`src/rtl/cpu_pkg.sv`:
```
// Shared encodings for the decode stage: ALU codes, opcode/funct values,
// instruction-class tags and the decoded control word with its builders.
package cpu_pkg;

   localparam logic [3:0] ALU_ADD = 4'b0000;
   localparam logic [3:0] ALU_SUB = 4'b0001;
   localparam logic [3:0] ALU_AND = 4'b0010;
   localparam logic [3:0] ALU_OR  = 4'b0011;
   localparam logic [3:0] ALU_XOR = 4'b0100;
   localparam logic [3:0] ALU_SLL = 4'b0101;
   localparam logic [3:0] ALU_SRL = 4'b0110;
   localparam logic [3:0] ALU_SRA = 4'b0111;

   localparam logic [5:0] OP_RTYPE = 6'h00;
   localparam logic [5:0] OP_BEQ   = 6'h04;
   localparam logic [5:0] OP_ADDI  = 6'h08;
   localparam logic [5:0] OP_ANDI  = 6'h0C;
   localparam logic [5:0] OP_ORI   = 6'h0D;
   localparam logic [5:0] OP_LW    = 6'h23;
   localparam logic [5:0] OP_SW    = 6'h2B;

   localparam logic [5:0] FN_SLL = 6'h00;
   localparam logic [5:0] FN_SRL = 6'h02;
   localparam logic [5:0] FN_SRA = 6'h03;
   localparam logic [5:0] FN_ADD = 6'h20;
   localparam logic [5:0] FN_SUB = 6'h22;
   localparam logic [5:0] FN_AND = 6'h24;
   localparam logic [5:0] FN_OR  = 6'h25;
   localparam logic [5:0] FN_XOR = 6'h26;

   localparam logic [3:0] INS_TYPE_NOP   = 4'd0;
   localparam logic [3:0] INS_TYPE_RALU  = 4'd1;
   localparam logic [3:0] INS_TYPE_SHIFT = 4'd2;
   localparam logic [3:0] INS_TYPE_IALU  = 4'd3;
   localparam logic [3:0] INS_TYPE_LW    = 4'd4;
   localparam logic [3:0] INS_TYPE_SW    = 4'd5;
   localparam logic [3:0] INS_TYPE_BEQ   = 4'd6;

   localparam logic [31:0] NOP_WORD = 32'h0000_0000;

   typedef enum logic [1:0] {
      IMM_ZERO = 2'd0,
      IMM_SEXT = 2'd1,
      IMM_ZEXT = 2'd2,
      IMM_BR   = 2'd3
   } imm_sel_t;

   typedef struct packed {
      logic       wreg;
      logic       m2reg;
      logic       wmem;
      logic       aluimm;
      logic       shift;
      logic       branch;
      logic       regrt;
      logic       use_rs;
      logic       use_rt;
      logic [3:0] aluc;
      logic [3:0] ins_type;
      imm_sel_t   imm_sel;
   } ctrl_t;

   function automatic ctrl_t ctrl_r_alu(input logic [3:0] op);
      ctrl_t c;
      c          = '0;
      c.wreg     = 1'b1;
      c.use_rs   = 1'b1;
      c.use_rt   = 1'b1;
      c.aluc     = op;
      c.ins_type = INS_TYPE_RALU;
      c.imm_sel  = IMM_SEXT;
      return c;
   endfunction

   // Shifts take rt as the shifted value; rs is a don't-care field.
   function automatic ctrl_t ctrl_r_shift(input logic [3:0] op);
      ctrl_t c;
      c          = '0;
      c.wreg     = 1'b1;
      c.shift    = 1'b1;
      c.use_rt   = 1'b1;
      c.aluc     = op;
      c.ins_type = INS_TYPE_SHIFT;
      c.imm_sel  = IMM_SEXT;
      return c;
   endfunction

   function automatic ctrl_t ctrl_i_alu(input logic [3:0] op, input logic zext);
      ctrl_t c;
      c          = '0;
      c.wreg     = 1'b1;
      c.aluimm   = 1'b1;
      c.regrt    = 1'b1;
      c.use_rs   = 1'b1;
      c.aluc     = op;
      c.ins_type = INS_TYPE_IALU;
      c.imm_sel  = zext ? IMM_ZEXT : IMM_SEXT;
      return c;
   endfunction

   function automatic ctrl_t ctrl_mem(input logic is_store);
      ctrl_t c;
      c          = '0;
      c.wreg     = ~is_store;
      c.m2reg    = ~is_store;
      c.wmem     = is_store;
      c.aluimm   = 1'b1;
      c.regrt    = 1'b1;
      c.use_rs   = 1'b1;
      c.use_rt   = is_store;
      c.aluc     = ALU_ADD;
      c.ins_type = is_store ? INS_TYPE_SW : INS_TYPE_LW;
      c.imm_sel  = IMM_SEXT;
      return c;
   endfunction

   function automatic ctrl_t ctrl_beq();
      ctrl_t c;
      c          = '0;
      c.branch   = 1'b1;
      c.regrt    = 1'b1;
      c.use_rs   = 1'b1;
      c.use_rt   = 1'b1;
      c.aluc     = ALU_SUB;
      c.ins_type = INS_TYPE_BEQ;
      c.imm_sel  = IMM_BR;
      return c;
   endfunction

endpackage

```
`src/rtl/id_stage_regfile.sv`:
```
// 32x32 register file, two combinational read ports and one write port.
// With WB_BYPASS_EN defined, a same-cycle write is forwarded to the reads.
module regfile
   import cpu_pkg::*;
(
   input  logic        clk,
   input  logic        rst_n,
   input  logic [4:0]  ra1,
   input  logic [4:0]  ra2,
   output logic [31:0] rd1,
   output logic [31:0] rd2,
   input  logic        we,
   input  logic [4:0]  wa,
   input  logic [31:0] wd
);

   logic [31:0] mem_q [32];
   logic [31:0] mem_d [32];

   always_comb begin
      mem_d = mem_q;
      if (we && (wa != 5'd0)) begin
         mem_d[wa] = wd;
      end
   end

   always_ff @(posedge clk or negedge rst_n) begin
      if (!rst_n) begin
         for (int i = 0; i < 32; i++) begin
            mem_q[i] <= '0;
         end
      end else begin
         mem_q <= mem_d;
      end
   end

   function automatic logic [31:0] read_port(input logic [4:0] ra);
      logic [31:0] v;
      v = '0;
      if (ra != 5'd0) begin
`ifdef WB_BYPASS_EN
         v = (we && (wa == ra)) ? wd : mem_q[ra];
`else
         v = mem_q[ra];
`endif
      end
      return v;
   endfunction

   always_comb begin
      rd1 = read_port(ra1);
      rd2 = read_port(ra2);
   end

endmodule

```
`src/rtl/id_stage.sv`:
```
// Decode stage: IF/ID register, register file, decoder and RAW stall unit.
// Build option WB_BYPASS_EN forwards the WB write into the reads and drops WB from the stall check.
module id_stage
   import cpu_pkg::*;
(
   input  logic        clk,
   input  logic        rst_n,
   input  logic [31:0] if_inst,
   input  logic [31:0] if_pc4,
   input  logic        id_flush,
   input  logic        ex_wreg,
   input  logic [4:0]  ex_destR,
   input  logic        mem_wreg,
   input  logic [4:0]  mem_destR,
   input  logic        wb_wreg,
   input  logic [4:0]  wb_destR,
   input  logic [31:0] wb_data,
   output logic        id_stall,
   output logic [31:0] id_inA,
   output logic [31:0] id_inB,
   output logic [31:0] id_imm,
   output logic [31:0] id_pc4,
   output logic        id_wreg,
   output logic        id_m2reg,
   output logic        id_wmem,
   output logic        id_aluimm,
   output logic        id_shift,
   output logic        id_branch,
   output logic        id_regrt,
   output logic [3:0]  id_aluc,
   output logic [4:0]  id_rt,
   output logic [4:0]  id_rd,
   output logic [3:0]  ID_ins_type,
   output logic [3:0]  ID_ins_number
);

   logic [31:0] inst_q, inst_d;
   logic [31:0] pc4_q, pc4_d;
   logic [3:0]  num_q, num_d;
   logic [3:0]  cnt_q, cnt_d;

   logic [5:0]  opcode, funct;
   logic [4:0]  rs, rt, rd;
   logic [15:0] imm16;
   ctrl_t       dec;
   logic        hazard;
   logic        bubble;

   assign opcode = inst_q[31:26];
   assign rs     = inst_q[25:21];
   assign rt     = inst_q[20:16];
   assign rd     = inst_q[15:11];
   assign imm16  = inst_q[15:0];
   assign funct  = inst_q[5:0];

   regfile u_regfile (
      .clk   (clk),
      .rst_n (rst_n),
      .ra1   (rs),
      .ra2   (rt),
      .rd1   (id_inA),
      .rd2   (id_inB),
      .we    (wb_wreg),
      .wa    (wb_destR),
      .wd    (wb_data)
   );

   // Anything outside the supported subset, including the all-zero word, stays a NOP.
   always_comb begin
      dec = '0;
      case (opcode)
         OP_RTYPE: begin
            if (inst_q != NOP_WORD) begin
               case (funct)
                  FN_ADD:  dec = ctrl_r_alu(ALU_ADD);
                  FN_SUB:  dec = ctrl_r_alu(ALU_SUB);
                  FN_AND:  dec = ctrl_r_alu(ALU_AND);
                  FN_OR:   dec = ctrl_r_alu(ALU_OR);
                  FN_XOR:  dec = ctrl_r_alu(ALU_XOR);
                  FN_SLL:  dec = ctrl_r_shift(ALU_SLL);
                  FN_SRL:  dec = ctrl_r_shift(ALU_SRL);
                  FN_SRA:  dec = ctrl_r_shift(ALU_SRA);
                  default: dec = '0;
               endcase
            end
         end
         OP_ADDI: dec = ctrl_i_alu(ALU_ADD, 1'b0);
         OP_ANDI: dec = ctrl_i_alu(ALU_AND, 1'b1);
         OP_ORI:  dec = ctrl_i_alu(ALU_OR, 1'b1);
         OP_LW:   dec = ctrl_mem(1'b0);
         OP_SW:   dec = ctrl_mem(1'b1);
         OP_BEQ:  dec = ctrl_beq();
         default: dec = '0;
      endcase
   end

   always_comb begin
      id_imm = '0;
      case (dec.imm_sel)
         IMM_SEXT: id_imm = {{16{imm16[15]}}, imm16};
         IMM_ZEXT: id_imm = {16'h0000, imm16};
         IMM_BR:   id_imm = {{14{imm16[15]}}, imm16, 2'b00};
         default:  id_imm = '0;
      endcase
   end

   function automatic logic pending_write(input logic [4:0] r);
      logic hit;
      hit = (ex_wreg && (ex_destR == r)) || (mem_wreg && (mem_destR == r));
`ifndef WB_BYPASS_EN
      hit = hit || (wb_wreg && (wb_destR == r));
`endif
      return (r != 5'd0) && hit;
   endfunction

   always_comb begin
      hazard = (dec.use_rs && pending_write(rs)) || (dec.use_rt && pending_write(rt));
   end

   // A flush redirects fetch, so it masks the stall and bubbles the current slot.
   assign id_stall = hazard && !id_flush;
   assign bubble   = hazard || id_flush;

   assign id_pc4        = pc4_q;
   assign id_wreg       = dec.wreg && !bubble;
   assign id_m2reg      = dec.m2reg && !bubble;
   assign id_wmem       = dec.wmem && !bubble;
   assign id_branch     = dec.branch && !bubble;
   assign id_aluimm     = dec.aluimm;
   assign id_shift      = dec.shift;
   assign id_regrt      = dec.regrt;
   assign id_aluc       = dec.aluc;
   assign id_rt         = rt;
   assign id_rd         = rd;
   assign ID_ins_type   = bubble ? INS_TYPE_NOP : dec.ins_type;
   assign ID_ins_number = num_q;

   always_comb begin
      inst_d = inst_q;
      pc4_d  = pc4_q;
      num_d  = num_q;
      cnt_d  = cnt_q;
      if (id_flush) begin
         inst_d = NOP_WORD;
         pc4_d  = '0;
      end else if (!hazard) begin
         inst_d = if_inst;
         pc4_d  = if_pc4;
         cnt_d  = cnt_q + 4'd1;
         num_d  = cnt_q + 4'd1;
      end
   end

   always_ff @(posedge clk or negedge rst_n) begin
      if (!rst_n) begin
         inst_q <= NOP_WORD;
         pc4_q  <= '0;
         num_q  <= '0;
         cnt_q  <= '0;
      end else begin
         inst_q <= inst_d;
         pc4_q  <= pc4_d;
         num_q  <= num_d;
         cnt_q  <= cnt_d;
      end
   end

endmodule

```
`config.mk`:
```
export PLATFORM = sky130hd
export DESIGN_NAME = id_stage
export DESIGN_NICKNAME = d
export VERILOG_FILES = /design/src/rtl/cpu_pkg.sv /design/src/rtl/id_stage_regfile.sv /design/src/rtl/id_stage.sv
export SDC_FILE = /design/constraint.sdc
export NUM_CORES = 2
export LEC_CHECK = 0
export BUFFER_PORTS_ARGS = -buffer_cell sky130_fd_sc_hd__buf_2
export CORE_MARGIN = 2
export CORE_UTILIZATION = 55
export DETAILED_ROUTE_END_ITERATION = 10
export GPL_TIMING_DRIVEN = 0
export HOLD_SLACK_MARGIN = 0.02
export PLACE_DENSITY_LB_ADDON = 0.1
export SYNTH_ARGS = -nofsm -noshare
export SYNTH_HDL_FRONTEND = slang
export SYNTH_HIERARCHICAL = 1
export SYNTH_SLANG_ARGS = --single-unit
```
`constraint.sdc`:
```
create_clock -name clk -period 3.3 [get_ports clk]
set_clock_uncertainty 0.2 [all_clocks]
set_input_delay 0.66 -clock clk [delete_from_list [all_inputs] [get_ports clk]]
set_output_delay 0.66 -clock clk [all_outputs]
set_load 0.02 [all_outputs]
```
==> results.md <==
- Unrepaired setup endpoints after global routing: yes
- Flop pwr share: 42.1%
- Reg clk slew, reported paths: 0.06 ns
- Total power: 0.0421 W
- CTS tree: yes
- Latest clock arrival within the worst-skew pair: 0.74 ns
- Status: finished with violations
- P&R area growth vs syn: 23.9%
- Seq/Total Area, Yosys: 46.8%
- GPL Wtd Cong: 1.01
- Clk pwr share: 33.1%
- Crit path time final: 4.15 ns
- Worst hold margin: 0.0613 ns
- Global-route wire length before repair: 320000 um
- VDD IR max: 0.488 mV
- Combinational fraction of design power: 24.8%
- Area of the multi-input gates: 0.0313 mm2
- Avg Vias per Cell: 7.10
- Mapped cell area: 0.0584 mm2
- Count leader, synth: dfrtp_1
- Worst setup EP type: primary output
- EDFF count, synth: 0
- MaxCap Viol Count: 1
- Switching pwr: 0.0127 W
- FF-to-FF setup slack: 0.23 ns
- Share of cells above drive strength 1: 56.8%
- Fin. Hold Viols: 0
- Pre-antenna DRT Iters: 10
- Library cells used by synthesis: 59
- Dominant cell type by area after synthesis: dfrtp_1
- Tot GR Track Use: 42.3%
- Synthesis-stage register bit count: 1092
- Cell Rows: 119
- DR top layer: met5
- Met3 wire len: 27700 um
- IO buf count: 272
- Core box area: 0.105 mm2
- Fillers: 7216
- Routed len/inst: 37.8 um
- Switching share of total power: 30.1%
- CTS Sinks: 1092
- Htree depth: 3
- Pin count of the biggest net entering global routing: 168
- Final worst-path cycle share: 126%
- Hold crit path type: in2reg
- Reg area: 0.0273 mm2
- Top cell type's share of synthesized area: 46.8%
- Synth Flop Type: dfrtp_1
- Maximum clock insertion buffer count: 3
- Syn Area/Cell: 14.4 um2
- Post-DP HPWL: 161000 um
- DRT Wirelength: 230000 um
- Final nets: 4718
- Met1 WL: 84300 um
- Setup ws final: -0.853 ns
- Synth area leaders: dfrtp_1, mux2_2, mux4_2
- Clock tree root buffer cell: clkbuf_16
- Vias in the first global route: 43400
- Internal Power: 0.0294 W
- Die X: 330 um
- Crit path max fanout: 10
- Mapped Cells: 4049
- Yosys warns: 6
- Iteration-0 DRC Markers: 5578
- GRT Residual Overflow: 0
- Final setup viols: 108
- Critical Path AT: 3.29 ns
- Vias post-DR: 43300
- Final TNS setup: -71.65 ns
- P_leak: 30.5 nW
- Die Y: 330 um
- Post-layout util: 68.8%
- TritonCTS Buffers: 120
- Remaining antenna violation count after routing: 0
- Worst EP required: 2.44 ns
- Worst Tran Pin Value: 1.49 ns
- Initial antenna violation count: 3
- Fmax: 0.241 GHz
- Initial core utilization: 55.5%
- P per Cell Area: 582 mW/mm2
- Fin. max-slew vios: 0
- Die ar.: 0.109 mm2
- Crit path kind: reg2out
- IO Pins: 275
- Slew headroom: 0.540%
- Wire length on met2: 99400 um
- # DRC: 0
- Critical Path Start Type: register
- Failing checks: max-capacitance violations, negative setup slack
- Synth cell count leaders: dfrtp_1, mux2_2, mux4_2, clkbuf_1, mux2i_1
- Asr flop ratio synth: 100%
==> critical path, stage by stage, from the launching register on <==
cell and delay [ns]:
dfrtp_2 0.46, buf_6 0.23, buf_8 0.23, nor2_2 0.11
buf_4 0.21, a221oi_1 0.37, o21ai_1 0.23, a311oi_4 0.51
buf_6 0.19
==> repair_timing <==
action	in CTS	in global routing
hold buffers	65	0
resized for setup	905	349
buffers inserted	30	45
endpoints found under the hold margin	198	0
pin swaps	76	85
gates cloned	4	11
endpoints found under the setup margin	108	211
==> sequential cells by signal, indices dropped and copies added (netlist names) <==
register and flops:
id_pc4 32, u_regfile/mem_q 1024, cnt_q 4, inst_q 32
==> final cells by class <==
cell class,instances,share of cell area (%)
buffer,480,5.71
tap,1391,2.40
clock inverter,55,0.819
inverter,6,0.0311
sequential,1092,37.8
multi-input combinational,2466,43.2
antenna,2,0.00692
clock buffer,171,4.83
timing repair buffer,434,5.24
==> kinds of logic after synthesis <==
group / count (synthesis) / synth area share [%]
multiplexers: 1697 / 40.9
flip-flops: 1092 / 46.8
buffers and inverters: 492 / 3.95
AO/OA/AOI/OAI: 408 / 5.00
AND/OR/NAND/NOR: 322 / 2.78
XOR/XNOR: 36 / 0.540
adder cells (fa/ha/maj): 1 / 0.0214
other: 1 / 0.00642
==> metrics by stage <==
step                      std cells  setup slack (ns)  area, um2
after detailed placement       5720             -1.82      61700
after CTS                      6041            -0.720      70400
after floorplan                4050            0.0548      58400
after global placement         5713            -23.02      61500
final                          6097            -0.853      72400
after global routing           6096            -0.775      72400
==> final timing paths <==
check / start / endpoint / depth (start not counted)
min: wb_data[23] / u_regfile/mem_q[23] / 2
min in group asynchronous: rst_n / u_regfile/mem_q[214] / 2
min reg2reg: cnt_q[3] / cnt_q[3] / 1
max reg2reg: inst_q[22] / id_pc4[21] / 11
max in group asynchronous: rst_n / u_regfile/mem_q[642] / 5
max: inst_q[21] / id_inA[13] / 8
==> metal layers <==
metal  up-vias  global-route usage, %
li1      16600                      -
met1     23000                   55.3
met2      2909                   60.6
met3       796                   13.3
met4         8                   28.7
met5         -                   1.09
==> cell usage in the layout, fill, tap and decap left out, types with 19 or more instances in the layout <==
master,count
clkbuf_1,177
xnor2_1,24
dfrtp_1,1082
mux2_1,20
clkinv_2,33
mux2_2,1026
a22oi_2,51
clkbuf_4,21
clkbuf_8,47
nand2_1,82
a221oi_2,19
clkbuf_16,136
buf_6,119
o21ai_0,30
mux2i_1,191
o21ai_1,36
buf_2,259
buf_4,99
buf_1,35
buf_16,29
buf_8,26
mux4_2,448
a311oi_4,30
o21ai_2,48
a221oi_1,27
dlygate4sd3_1,65
a311oi_2,24
a211oi_4,46
nor2b_1,61
buf_12,56
nor2_1,88
==> power groups by stage <==
stage	registers, W	logic (W)	clock network, W
after floorplan	0.0173	0.00594	0
after global placement	0.0177	0.00836	0
after detailed placement	0.0179	0.00858	0
after CTS	0.0176	0.00968	0.0141
after global routing	0.0180	0.0108	0.0146
final	0.0177	0.0104	0.0140
Note: power is estimated with default switching activity, not from simulation.
